**config.mk**
```make
export PLATFORM = sky130hd
export DESIGN_NAME = imm_extend_fifo
export DESIGN_NICKNAME = d
export VERILOG_FILES = /design/src/rtl/imm_extend_fifo.sv
export SDC_FILE = /design/constraint.sdc
export NUM_CORES = 1
export LEC_CHECK = 0
export CORE_MARGIN = 3
export CORE_UTILIZATION = 55
export DETAILED_ROUTE_END_ITERATION = 12
export DONT_BUFFER_PORTS = 1
export MAX_ROUTING_LAYER = met4
export PLACE_DENSITY_LB_ADDON = 0.1
export SETUP_SLACK_MARGIN = 0.2
export SKIP_CTS_REPAIR_TIMING = 1
export SYNTH_ARGS = -nofsm -noshare
export SYNTH_HDL_FRONTEND = slang
export SYNTH_SLANG_ARGS = --single-unit
```
**constraint.sdc**
```tcl
create_clock -name clk -period 2.4 [get_ports clk]
set_input_delay 0.48 -clock clk [delete_from_list [all_inputs] [get_ports clk]]
set_output_delay 0.48 -clock clk [all_outputs]
set_load 0.01 [all_outputs]
```
**src/rtl/imm_extend_fifo.sv**
```systemverilog
// Immediate extender (sign/zero/upper/branch) feeding a DEPTH-entry FIFO.
// Define IMM_EXT_BRANCH_EN to give mode 11 its branch meaning (sign-extend, then <<2).
module imm_extend_fifo #(
   parameter int IN_W  = 16,
   parameter int OUT_W = 32,
   parameter int DEPTH = 4
) (
   input  logic                       clk,
   input  logic                       rst_n,
   input  logic                       in_valid,
   output logic                       in_ready,
   input  logic [1:0]                 in_mode,
   input  logic [IN_W-1:0]            in_imm,
   output logic                       out_valid,
   input  logic                       out_ready,
   output logic [OUT_W-1:0]           out_data,
   output logic [$clog2(DEPTH+1)-1:0] level
);

   localparam int PTR_W = $clog2(DEPTH);
   localparam int LVL_W = $clog2(DEPTH+1);
   localparam logic [LVL_W-1:0] FULL_LVL = LVL_W'(DEPTH);

   if (IN_W < 2 || IN_W >= OUT_W) begin : g_width_check
      $error("imm_extend_fifo: need 2 <= IN_W < OUT_W");
   end
   if (DEPTH < 2 || (DEPTH & (DEPTH - 1)) != 0) begin : g_depth_check
      $error("imm_extend_fifo: DEPTH must be a power of 2 and >= 2");
   end
`ifdef IMM_EXT_BRANCH_EN
   if (OUT_W < IN_W + 2) begin : g_branch_check
      $error("imm_extend_fifo: branch mode needs OUT_W >= IN_W+2");
   end
`endif

   function automatic logic [OUT_W-1:0] extend(input logic [1:0] mode, input logic [IN_W-1:0] imm);
      logic signed [OUT_W-1:0] sext;
      sext = {{(OUT_W-IN_W){imm[IN_W-1]}}, imm};
      case (mode)
         2'b01:   extend = {{(OUT_W-IN_W){1'b0}}, imm};
         2'b10:   extend = {imm, {(OUT_W-IN_W){1'b0}}};
`ifdef IMM_EXT_BRANCH_EN
         2'b11:   extend = {sext[OUT_W-3:0], 2'b00};
`endif
         default: extend = sext;
      endcase
   endfunction

   logic [OUT_W-1:0] mem [DEPTH];
   logic [PTR_W-1:0] wr_ptr;
   logic [PTR_W-1:0] rd_ptr;
   logic             push;
   logic             pop;

   assign in_ready  = (level != FULL_LVL);
   assign out_valid = (level != '0);
   assign push      = in_valid && in_ready;
   assign pop       = out_valid && out_ready;
   // Head read straight from storage; an entry is only visible the cycle after its push edge.
   assign out_data  = mem[rd_ptr];

   always_ff @(posedge clk or negedge rst_n) begin
      if (!rst_n) begin
         wr_ptr <= '0;
         rd_ptr <= '0;
         level  <= '0;
         for (int i = 0; i < DEPTH; i++) mem[i] <= '0;
      end else begin
         if (push) begin
            mem[wr_ptr] <= extend(in_mode, in_imm);
            wr_ptr      <= wr_ptr + 1'b1;
         end
         if (pop) rd_ptr <= rd_ptr + 1'b1;
         if (push && !pop)      level <= level + 1'b1;
         else if (!push && pop) level <= level - 1'b1;
      end
   end

endmodule

```
==> impl_results.md, run 1 <==
- Status: finished with violations
- Failing checks: negative hold slack
- Mapped Nets: 421
- Yosys top cell by area: dfrtp_1
- List of most frequent post-synthesis cells: dfrtp_1 (135), mux2_4 (120), mux4_2 (32), nor2b_1 (17), a21o_1 (15)
- Adder-cell area share of the yosys netlist: 1.570%
- Data arrival time of the worst path: 1710 ps
- GRT Util Overall: a little over a fifth
- Cell area after placement: 6957 µm²
- GR Util met3: 6.679%
- Number of I/O pins: 59
- CP Cell Sequence: buf_12 > buf_12 > mux4_2
- Met1 GRT Util: between 20% and 30%
- Die area: 13,840 µm²
- R2R Path End: level[2]$_DFFE_PN0P_
- Power Dens Cells: 1479 nW/µm²
- Antenna Cells: 0
- Simple-gate share of the synthesized area: 2.829%
- Fin nets: 437
- Setup TNS: 0 ps
- First DRT Iteration DRCs: 260
- Final wirelength: 13,660 µm
- Critical Path Sink Type: output port
- Final Power: 11.39 mW
- Number of port buffers: 0
- Final non-filler cell total: between 500 and 600
- Worst Slack Setup Final: approximately 210 ps
- Layout Utilization: 63.58%
- Area grow syn2layout: 12.34%
- Drt via density: 5.582
- Area share of the largest cell type after synthesis: 49.28%
- Crit. Startpoint: rd_ptr[0]$_DFFE_PN0P_
- GRT Residual Overflow: 0
- Cell area after synthesis: 6855 µm²
- Post-synth EDFFs: 0
- Minimum clock period: 2188 ps
- Max Slew Vio Count: 0
- Clock slew at reported path FFs: 50 ps
- Register bit total from synthesis: 135
- Met2 usage: 31.69%
- Clock Tree Buf Depth: 2
- Reg2reg start: level[0]$_DFFE_PN0P_
- Worst Path Max Fanout: 9
- Post-synth ARST share: 100.0%
- CTS HTree Levels: 4
- Site Rows: 40
- Dpl cells: 548
- Antenna violations before repair: 0
- Cell leakage power: 3.578 nW
- Reg2Reg Depth: 8
- Largest net degree at the start of global routing: 136
- Max Clk Rate: roughly 460 MHz
- Die W: 117.6 µm
- Largest family of logic cells by synthesized area: multiplexers
- Ys flop type: dfrtp_1
- Yosys warns: 0
- Mux share of post-synthesis cell area: 38.44%
- Rel. slew slack: around 53%
- Detailed-route wire length per cell: 23.24 µm
- Global-route wire length before repair: between 20,000 and 25,000 µm
- Unique cell type count in the Yosys netlist: 23
- Complex-gate fraction of the synthesized area: 1.752%
- VDD IR-drop max: 0.9446 mV
- Worst setup SP type: flop
- Vias in the first global route: 3,723
- Crit-path max cell delay: 580 ps
- Drt pass-1 iters: 4
- Finish-stage setup viols: 0
- Sequential share of the synthesized area: approximately half
- Ratio of cells with drive above 1 in the final layout: approximately 55%
- Worst EP required: 1920 ps
- Fin crit share: ~91%
- Clk_lat worst skew: about 420 ps
- Routed via count: 3,282
- Crit Path Class: flop to output port
- Mean post-synth cell area: 17.53 µm²
- GPL Wtd Cong: 0.7347
- Final Hold Viols: 135
- Clk sinks: about 140
- XOR/XNOR Fraction of Synth Area: less than 1%
- Die height: 117.6 µm
- Top-count cell post-synth: dfrtp_1
- Worst path bufs/invs: 2
- Busiest layer in global routing: met2
- CP delay by family, top: multiplexers
- Slew @ Worst Pin: between 700 and 800 ps
- TritonCTS clock tree: yes
- Drc violations: 0
- Post-DRT Antenna Nets: 0
- Hold Slack: -243.2 ps
- Synth top area cells: dfrtp_1 (49%), mux2_4 (26%), mux4_2 (11%)
- Crit path top cell by count: buf_12
- HP Class: input port to asynchronous set/reset pin
- Post-DP HPWL: approximately 8500 µm
- Reg2Reg Setup Slack: 250 ps
- Crit-path slowest cell: mux4_2
- Synth Instances: 391
- Final instance area: just under 8000 µm²
- Clk root buf: clkbuf_16
- Cts bufs inserted: 17
- Max-cap viol count: 0
- Final Skew: 4.942 ps
- RSZ-0062 raised after global routing: yes
- Pre-CTS setup slack: 108.9 ps
- Core Box Area: 12,110 µm²
- Starting Density: between 50% and 60%
state kept, by name (all words and copies together) (netlist names):
register  count
rd_ptr        2
wr_ptr        2
level         3
mem         128
routing by layer:
metal / up-vias / share of wire [%]
met3: 16 / 4.3
li1: 1444 / -
met2: 54 / 47
met5: - / 0
met1: 1768 / 47
met4: 0 / 1.3
area by class of cell:
type / instances / area (µm²)
Fill cell: 884 / 4410
Sequential cell: 135 / 3385
Multi-Input combinational cell: 221 / 3136
Clock buffer: 24 / 481.7
Timing Repair Buffer: 26 / 346.6
Tap cell: 168 / 210.2
Clock inverter: 8 / 120.1
Inverter: 6 / 22.52
cells by family (layout without fill, tap and decap cells):
group / count (synthesis) / count (layout)
AO/OA/AOI/OAI: 16 / 16
AND/OR/NAND/NOR: 29 / 29
multiplexers: 162 / 162
XOR/XNOR: 6 / 6
buffers and inverters: 35 / 64
flip-flops: 135 / 135
adder cells (fa/ha/maj): 8 / 8
power breakdown:
part	internal, mW	switching (mW)
Combinational	2.96	1.83
Clock	1.71	0.937
Sequential	3.34	0.608
layout by cell type (no fill, tap or decap), types with 2 or more instances in the layout:
master / instances
inv_1: 6
dfrtp_1: 132
xor2_1: 2
clkbuf_1: 4
mux4_2: 32
buf_12: 9
xnor2_1: 4
buf_4: 14
bufinv_16: 3
clkbuf_16: 19
clkbuf_8: 3
ha_1: 6
nor2b_1: 17
dfrtp_2: 2
a21o_1: 15
clkinv_2: 3
and3_4: 4
mux2_4: 120
nand2_2: 2
mux2_2: 10
clkinvlp_4: 2
worst max-delay path by stage:
stage / slack [ps] / cells past startpoint / endpoint
after floorplan: 220 / 8 / level[1]$_DFFE_PN0P_
after global placement: 180 / 8 / level[2]$_DFFE_PN0P_
after detailed placement: 110 / 8 / level[2]$_DFFE_PN0P_
after CTS: 20 / 8 / level[2]$_DFFE_PN0P_
after global routing: 150 / 8 / level[2]$_DFFE_PN0P_
final: 210 / 3 / out_data[31]
Note: power is estimated with default switching activity, not from simulation.
==> inputs of run 2 (changes only) <==
--- a/config.mk
+++ b/config.mk
@@ -5,6 +5,7 @@
 export SDC_FILE = /design/constraint.sdc
 export NUM_CORES = 1
 export LEC_CHECK = 0
+export CORE_ASPECT_RATIO = 1.75
 export CORE_MARGIN = 3
 export CORE_UTILIZATION = 55
 export DETAILED_ROUTE_END_ITERATION = 12
@@ -13,6 +14,7 @@
 export PLACE_DENSITY_LB_ADDON = 0.1
 export SETUP_SLACK_MARGIN = 0.2
 export SKIP_CTS_REPAIR_TIMING = 1
+export SKIP_LAST_GASP = 1
 export SYNTH_ARGS = -nofsm -noshare
 export SYNTH_HDL_FRONTEND = slang
 export SYNTH_SLANG_ARGS = --single-unit
==> run 2 against run 1 <==
The flow still finishes with violations (negative hold slack); clock-buffer cell count decreased by 5; setup slack improved by 62 ps; utilization decreased by 0.65 points; cell count shrank 2.0%; fmax is 2.9% higher; global-route usage rose by 1.2 points; first-iteration DRC count down 8.8%; total power down 0.70%; critical path type unchanged; largest cell class unchanged; largest power group unchanged; highest routed layer unchanged.
==> impl_results.md, run 2 (synthesis gave the netlist of run 1 again) <==
- Max Clk Rate: 470.5 MHz (+2.9%)
- Largest registers: mem: 128 flops, level: 3 flops
- Status: finished with violations
- Drt via density: 5.818 (+4.2%)
- CTS HTree Levels: 4 (unchanged)
- Site Rows: 53 (+33%)
- Minimum clock period: 2126 ps (-62.24 ps)
- GRT Util Overall: 22.41% (+1.2 points)
- Worst EP required: 1920 ps (about the same)
- Worst path bufs/invs: 1 (-1)
- GRT Residual Overflow: 0 (unchanged)
- Commonest non-fill, non-tap cell in the layout: dfrtp_1
- VDD IR-drop max: 0.9172 mV (-2.9%)
- Reg2reg start: level[0]$_DFFE_PN0P_
- Max FFs per register: 128 (unchanged)
- Final Hold Viols: 135 (unchanged)
- Final non-filler cell total: 576 (-2.0%)
- Antenna Cells: 0 (unchanged)
- Power Dens Cells: 1489 nW/µm² (+0.67%)
- Core Box Area: 12,070 µm² (-0.35%)
- Drt pass-1 iters: 6 (+2)
- Worst Path Max Fanout: 22 (+13)
- Max Slew Vio Count: 0 (unchanged)
- Ratio of cells with drive above 1 in the final layout: 53.77% (-0.75 points)
- Post-DRT Antenna Nets: 0 (unchanged)
- Dpl cells: 544 (-0.73%)
- GPL Wtd Cong: 0.7194 (-2.1%)
- TritonCTS clock tree: yes
- Biggest register: mem
- Top layer in use: met4
- Die height: 153.7 µm (+31%)
- Die W: 90.40 µm (-23%)
- Routed via count: 3,351 (+2.1%)
- Clk_lat worst skew: 410 ps (about the same)
- Number of I/O pins: 59 (unchanged)
- Fin nets: 428 (-2.1%)
- Failing checks: negative hold slack
- Area grow syn2layout: 10.80%
- Cts bufs inserted: 17 (unchanged)
- Setup TNS: 0 ps (unchanged)
- Hold Slack: -232.2 ps (+11.08 ps)
- Clock slew at reported path FFs: 60 ps (about the same)
- Antenna violations before repair: 0 (unchanged)
- Drc violations: 0 (unchanged)
- Layout Utilization: 62.94% (-0.65 points)
- Clock Tree Buf Depth: 2 (unchanged)
- Crit-path max cell delay: 600 ps (+20 ps)
- Slew @ Worst Pin: 408.5 ps (-296.4 ps)
- HP Class: input port to asynchronous set/reset pin
- Largest net degree at the start of global routing: 136 (unchanged)
- RSZ-0062 raised after global routing: yes
- CP Cell Sequence: buf_12 > mux4_2
- First DRT Iteration DRCs: 237 (-8.8%)
- Met2 routed WL: 7027 µm (+8.4%)
- WL met1: 5864 µm (-8.6%)
- Detailed-route wire length per cell: 24.06 µm (+3.5%)
- Critical Path Sink Type: output port
- Reg2Reg Depth: 7 (-1)
- Max-cap viol count: 0 (unchanged)
- Worst setup SP type: flop
- Data arrival time of the worst path: 1650 ps (-60 ps)
- Highest-count cells in the layout ignoring fill and taps: dfrtp_1 (132), mux2_4 (120), mux4_2 (32), nor2b_1 (17), clkbuf_16 (17)
- Post-DP HPWL: 9039 µm (+6.9%)
- Clk sinks: 135 (unchanged)
- Crit-path slowest cell: mux4_2
- Crit path depth: 2 (-1)
- Starting Density: 56.80% (+0.20 points)
- Global-route wire length before repair: 23,130 µm (+6.5%)
- Finish-stage setup viols: 0 (unchanged)
- Crit Path Class: flop to output port
- Fin crit share: 88.57% (-2.6 points)
- Cell leakage power: 3.518 nW (-1.7%)
- Final Skew: 5.942 ps (+1.000 ps)
- Clk root buf: clkbuf_16
- WL met3: 591 µm (+1.7%)
- Final wirelength: 13,860 µm (+1.4%)
- Number of port buffers: 0 (unchanged)
- Rel. slew slack: 72.71% (+20 points)
- Reg2Reg Setup Slack: 290 ps (+40 ps)
- CP delay by family, top: multiplexers
- Die area: 13,890 µm² (+0.38%)
- Vias in the first global route: 3,974 (+6.7%)
- Crit. Startpoint: rd_ptr[0]$_DFFE_PN0P_
-- run 2: path summary, 6_finish.rpt --
kind | end
worst min register to register | mem[13]$_DFFE_PN0P_
worst max-delay path | out_data[21]
max in group asynchronous | level[0]$_DFFE_PN0P_
worst min-delay path | mem[99]$_DFFE_PN0P_
worst max register to register | level[1]$_DFFE_PN0P_
min in group clk | rd_ptr[0]$_DFFE_PN0P_
-- run 2: where the power goes --
group	leakage (nW)	internal, mW	switching [mW]
Sequential	1.70	3.34	0.621
Clock	0.300	1.81	1.01
Combinational	1.52	2.75	1.78
-- run 2: cell type report --
type	count	area (µm²)
inverter	6	22.52
timing repair buffer	17	219.0
sequential	135	3382
clock buffer	19	452.9
clock inverter	13	195.2
multi-input combinational	221	3118
tap	165	206.4
fill	898	4473
-- run 2: per-stage QoR --
| step | power (mW) | instance area (µm²) | setup slack (ps) |
|---|---|---|---|
| after floorplan | 7.766 | 6855 | 221.3 |
| after global placement | 8.402 | 6933 | 154.1 |
| after detailed placement | 8.538 | 6933 | 125.4 |
| after CTS | 11.43 | 7581 | 106.0 |
| after global routing | 11.89 | 7596 | 187.4 |
| final | 11.31 | 7596 | 274.4 |
-- run 2: metal layers --
| metal | global-route usage [%] | vias to the layer above |
|---|---|---|
| li1 | - | 1432 |
| met2 | 35.73 | 69 |
| met5 | - | - |
| met4 | 8.985 | 0 |
| met3 | 6.021 | 24 |
| met1 | 27.25 | 1826 |
